$ cat src/rtl/div.sv
// Multi-cycle radix-2 restoring divider for DIV/DIVU in the execute stage.
// Returns {remainder, quotient}; EX holds start_i until ready_o and may annul at any time.
module div #(
  parameter int DATA_W = 32
) (
  input  logic                clk,
  input  logic                rst,
  input  logic                signed_div_i,
  input  logic [DATA_W-1:0]   opdata1_i,
  input  logic [DATA_W-1:0]   opdata2_i,
  input  logic                start_i,
  input  logic                annul_i,
  output logic [2*DATA_W-1:0] result_o,
  output logic                ready_o,
  output logic [1:0]          state_o
);

  // Handshake: a request is accepted on a rising edge in FREE with start_i=1 and
  // annul_i=0; ready_o/result_o then hold until start_i drops or annul_i rises.

  localparam int CNT_W = $clog2(DATA_W + 1);
  localparam logic [CNT_W-1:0]  LAST    = CNT_W'(DATA_W);
  localparam logic [CNT_W-1:0]  CNT_ONE = CNT_W'(1);
  localparam logic [DATA_W-1:0] ONE     = DATA_W'(1);

  typedef enum logic [1:0] {
    S_FREE   = 2'd0,
    S_BYZERO = 2'd1,
    S_ON     = 2'd2,
    S_END    = 2'd3
  } state_t;

  state_t              state_q, state_d;
  logic [CNT_W-1:0]    cnt_q, cnt_d;
  logic [2*DATA_W:0]   work_q, work_d;
  logic [DATA_W-1:0]   divisor_q, divisor_d;
  logic                neg_quo_q, neg_quo_d;
  logic                neg_rem_q, neg_rem_d;
  logic [2*DATA_W-1:0] result_d;
  logic                ready_d;

  logic                accept;
  logic                abort;
  logic [DATA_W-1:0]   op1_abs, op2_abs;
  logic                trial_ge;
  logic [DATA_W-1:0]   trial_diff;
  logic [DATA_W-1:0]   quo_raw, rem_raw, quo_fix, rem_fix;

  assign accept = start_i & ~annul_i;
  assign abort  = annul_i | ~start_i;

  assign op1_abs = (signed_div_i && opdata1_i[DATA_W-1]) ? (~opdata1_i + ONE) : opdata1_i;
  assign op2_abs = (signed_div_i && opdata2_i[DATA_W-1]) ? (~opdata2_i + ONE) : opdata2_i;

  // The partial remainder window is DATA_W+1 bits wide, so compare at full width;
  // when it fits, the low DATA_W bits of the difference are the new remainder.
  assign trial_ge   = work_q[2*DATA_W:DATA_W] >= {1'b0, divisor_q};
  assign trial_diff = work_q[2*DATA_W-1:DATA_W] - divisor_q;

  assign quo_raw = work_q[DATA_W-1:0];
  assign rem_raw = work_q[2*DATA_W:DATA_W+1];
  assign quo_fix = neg_quo_q ? (~quo_raw + ONE) : quo_raw;
  assign rem_fix = neg_rem_q ? (~rem_raw + ONE) : rem_raw;

  assign state_o = state_q;

  always_ff @(posedge clk or negedge rst) begin
    if (!rst) state_q <= S_FREE;
    else      state_q <= state_d;
  end

  always_comb begin
    state_d = state_q;
    case (state_q)
      S_FREE: begin
        if (accept) state_d = (opdata2_i == '0) ? S_BYZERO : S_ON;
      end
      S_BYZERO: begin
        if (abort)              state_d = S_FREE;
        else if (cnt_q != '0)   state_d = S_END;
      end
      S_ON: begin
        if (abort)              state_d = S_FREE;
        else if (cnt_q == LAST) state_d = S_END;
      end
      S_END: begin
        if (abort) state_d = S_FREE;
      end
      default: state_d = S_FREE;
    endcase
  end

  always_comb begin
    cnt_d     = cnt_q;
    work_d    = work_q;
    divisor_d = divisor_q;
    neg_quo_d = neg_quo_q;
    neg_rem_d = neg_rem_q;
    result_d  = result_o;
    ready_d   = ready_o;
    case (state_q)
      S_FREE: begin
        result_d = '0;
        ready_d  = 1'b0;
        if (accept) begin
          cnt_d     = '0;
          work_d    = {{DATA_W{1'b0}}, op1_abs, 1'b0};
          divisor_d = op2_abs;
          neg_quo_d = signed_div_i & (opdata1_i[DATA_W-1] ^ opdata2_i[DATA_W-1]);
          neg_rem_d = signed_div_i & opdata1_i[DATA_W-1];
        end
      end
      S_BYZERO: begin
        // Two cycles here keep the zero-divisor path at a fixed two-edge latency.
        if (abort) begin
          result_d = '0;
          ready_d  = 1'b0;
        end else if (cnt_q == '0) begin
          cnt_d = CNT_ONE;
        end else begin
          result_d = '0;
          ready_d  = 1'b1;
        end
      end
      S_ON: begin
        if (abort) begin
          result_d = '0;
          ready_d  = 1'b0;
        end else if (cnt_q != LAST) begin
          if (trial_ge) work_d = {trial_diff, work_q[DATA_W-1:0], 1'b1};
          else          work_d = work_q << 1;
          cnt_d = cnt_q + CNT_ONE;
        end else begin
          result_d = {rem_fix, quo_fix};
          ready_d  = 1'b1;
        end
      end
      S_END: begin
        if (abort) begin
          result_d = '0;
          ready_d  = 1'b0;
        end
      end
      default: begin
        result_d = '0;
        ready_d  = 1'b0;
      end
    endcase
  end

  always_ff @(posedge clk or negedge rst) begin
    if (!rst) begin
      cnt_q     <= '0;
      work_q    <= '0;
      divisor_q <= '0;
      neg_quo_q <= 1'b0;
      neg_rem_q <= 1'b0;
      result_o  <= '0;
      ready_o   <= 1'b0;
    end else begin
      cnt_q     <= cnt_d;
      work_q    <= work_d;
      divisor_q <= divisor_d;
      neg_quo_q <= neg_quo_d;
      neg_rem_q <= neg_rem_d;
      result_o  <= result_d;
      ready_o   <= ready_d;
    end
  end

endmodule

$ cat config.mk
export PLATFORM = sky130hd
export DESIGN_NAME = div
export DESIGN_NICKNAME = d
export VERILOG_FILES = /design/src/rtl/div.sv
export SDC_FILE = /design/constraint.sdc
export NUM_CORES = 1
export LEC_CHECK = 0
export ABC_AREA = 1
export BUFFER_PORTS_ARGS = -buffer_cell sky130_fd_sc_hd__buf_2
export CAP_MARGIN = 15
export CORE_MARGIN = 2
export CORE_UTILIZATION = 50
export DETAILED_ROUTE_END_ITERATION = 12
export GPL_TIMING_DRIVEN = 0
export MAX_ROUTING_LAYER = met4
export PLACE_DENSITY = 0.69
export SLEW_MARGIN = 20
export SYNTH_ARGS = -nofsm -noshare
export SYNTH_HDL_FRONTEND = slang
export SYNTH_SLANG_ARGS = --single-unit
$ cat constraint.sdc
create_clock -name clk -period 2.2 [get_ports clk]
set_input_delay 0.44 -clock clk [delete_from_list [all_inputs] [get_ports clk]]
set_output_delay 0.44 -clock clk [all_outputs]
set_load 0.005 [all_outputs]
==> impl_metrics.ini <==
[status]
outcome = finished, final reports clean

[critical_path]
crit_start = work_q[32]
startpoint_type = register
path_max_fanout = 4
worst_setup_path_end_kind = register
cp_slowest_stage_delay_ns = 0.41
path_cells = inv_2 -> ha_4 -> inv_2 -> fa_2 -> nand2_2 -> nand3_1 -> nand3_2 -> nand2_4 -> nand2_1 -> nand2_2 -> nand2_2 -> nand2_1 -> nand2_1 -> nand3_2 -> nand2_1 -> nand2_1
cpMostUsedCell = nand2_1
crit_slowest_cell = fa_2
r2r_start = work_q[32]
path_class = reg -> reg
critical_path_buf_inv_count = 2
arrival_ns = 2.48
path_delay_family = simple AND/OR/NAND/NOR gates
worst_ep_required_time_ns = 2.53

[route]
via_per_inst = 5.31
avgRoutedWirePerCell_um = 17.0
vias = 14000
postRouteWirelength_um = 44900
drc = 0
drtIter0Drc = 1190
ant_nets = 0
drtPass1Iterations = 6

[clocking]
cts_buffers = 17
clkLatencyLatePin_ns = 0.44
root_buffer = clkbuf_16
clkTransAtPathRegs_ns = 0.08
cts_sinks = 172
tritoncts = yes
cts_buffer_depth = 2
htree_levels = 4

[layout]
syn_to_final_growth_pct = 22.4
nets = 2413
utilization = 0.627
drive_above_1_share = 0.190
diodes = 0
final_area_um2 = 16400

[power]
power.density_nw_per_um2 = 1430
peakVddDrop_mv = 0.813
p_leak_nw = 8.46

[global_routing]
grt_pass1_vias = 13400
grt_first_pass_wirelength_um = 70500
track_usage = 0.329
grt_remaining_overflow = 0
grt_max_degree = 101
grt_antenna_before_repair = 0

[placed_design]
hpwlAfterDp_um = 35100
place_area_um2 = 14500
port_buffers = 135
place_congestion = 0.952

[logic_synthesis]
yosys_most_used_dff = dfrtp_1
synthDistinctLibCells = 48
synth.most_common_cell = nand2_1
synth_common_cells = 670 x nand2_1, 291 x inv_1, 190 x nor2_1, 189 x nand3_1, 172 x dfrtp_1
synth-warning-count = 0
synth_area_leaders = dfrtp_1 32%, nand2_1 19%, inv_1 8.2%
avgSynthCellArea_um2 = 6.40
syn-num-nets = 2205
async_flop_share = 1.00
synth_area_um2 = 13400
yosysTopAreaCell = dfrtp_1
ys_seq_area_frac = 0.322
syn_inst = 2092
ys_ff_latch = 172
synth_edf_count = 0
yosys.area.top_type_share = 0.322

[sta]
hold_ws_ns = 0.302
max_slew_margin = 0.383
slew_viol_final = 0
tns_ns = 0
worst_clock_skew_ns = 0.0210
hold_viol = 0
worstMarginPinSlew_ns = 0.914
setup_viol = 0
period_needed_ns = 2.15
fmax_ghz = 0.464
rsz0062_at_grt = yes
period_share = 0.979

[run]
cap_violations = 0

[min_path]
min_from = opdata1_i[0]
min_path_type = in -> reg

[floorplan]
die_w_um = 168
core_um2 = 26100
start_util = 0.512
placementRows = 59
die_area_um2 = 28100
die_h_um = 168
ioPinCount = 136
[routing by layer]
| layer | routed length [um] | share of wire | vias to the layer above | GRT usage |
|---|---|---|---|---|
| li1 | - | - | 7060 | - |
| met1 | 21000 | 0.47 | 6477 | 0.453 |
| met2 | 19900 | 0.44 | 457 | 0.504 |
| met3 | 3080 | 0.069 | 55 | 0.0617 |
| met4 | 864 | 0.019 | 0 | 0.0817 |
| met5 | 0 | 0 | - | - |
[worst paths after layout]
| path | endpoint | slack (ns) | depth (start not counted) |
|---|---|---|---|
| worst min register to register | result_o[55] | 0.48 | 2 |
| min in group asynchronous | result_o[2] | 0.55 | 2 |
| worst min-delay path | work_q[1] | 0.30 | 3 |
| max in group asynchronous | work_q[63] | 0.72 | 3 |
| worst max register to register | work_q[61] | 0.05 | 16 |
| worst max-delay path | work_q[61] | 0.05 | 16 |
[tightest hold or removal path, cell delays in order]
cell and delay [ns]:
buf_2 0.09, o211ai_1 0.09, o21ai_0 0.09
[kinds of logic (layout without fill, tap and decap cells)]
group                    after synthesis  after routing  share of synthesized area
AND/OR/NAND/NOR                     1147           1147                      0.361
flip-flops                           172            172                      0.322
buffers and inverters                362            583                      0.107
XOR/XNOR                              76             76                     0.0497
adder cells (fa/ha/maj)               44             44                     0.0417
AO/OA/AOI/OAI                        291            291                      0.119
[sequential cells by signal (all words and copies together) (netlist names)]
signal,count
result_o,64
neg_quo_q,1
ready_o,1
cnt_q,6
state_o,2
work_q,65
neg_rem_q,1
divisor_q,32
[stage by stage]
step	std cells	power (mW)	setup WS, ns
2_1_floorplan	2092	13.9	0.230
3_3_place_gp	2562	17.3	-1.97
3_5_place_dp	2563	17.5	-0.374
4_1_cts	2611	21.7	0.00806
5_1_grt	2648	25.2	-0.108
6_report	2648	23.4	0.0469
[power breakdown]
| group | leakage (nW) | internal, mW | switching, mW |
|---|---|---|---|
| registers | 2.22 | 4.16 | 0.983 |
| logic | 5.94 | 5.66 | 9.54 |
| clock network | 0.291 | 1.55 | 1.49 |
[layout by cell type (no fill, tap or decap), drive strengths merged]
cell type / instances
dlygate4sd3: 1
nor4: 4
nand3: 193
and2: 5
nand3b: 5
fa: 1
a21o: 1
a21oi: 76
o41ai: 1
or2: 9
o21bai: 2
ha: 43
o21a: 1
dfrtp: 172
a31oi: 2
a22o: 3
xnor2: 16
o211ai: 17
buf: 219
nor3: 20
nand2: 679
o22ai: 1
clkinvlp: 1
o21ai: 177
xor2: 60
clkbuf: 49
o31ai: 6
nor2: 205
inv: 307
a22oi: 4
clkinv: 6
and3: 1
nand4: 26
[area by class of cell]
| class | instances | area [um^2] |
|---|---|---|
| Multi-Input combinational cell | 1558 | 8340 |
| Clock inverter | 14 | 146 |
| Timing Repair Buffer | 189 | 1170 |
| Clock buffer | 18 | 439 |
| Inverter | 300 | 1140 |
| Fill cell | 2487 | 9750 |
| Tap cell | 335 | 419 |
| Buffer | 62 | 388 |
| Sequential cell | 172 | 4340 |
[repair_timing]
| action | in CTS | in global routing |
|---|---|---|
| setup endpoints to repair | 141 | 136 |
| hold buffers | 1 | 0 |
| buffers inserted | 15 | 36 |
| resized for setup | 98 | 100 |
| pin swaps | 5 | 36 |
| endpoints found under the hold margin | 49 | 0 |
| gates cloned | 0 | 1 |
Power figures use the tool's default switching activity.
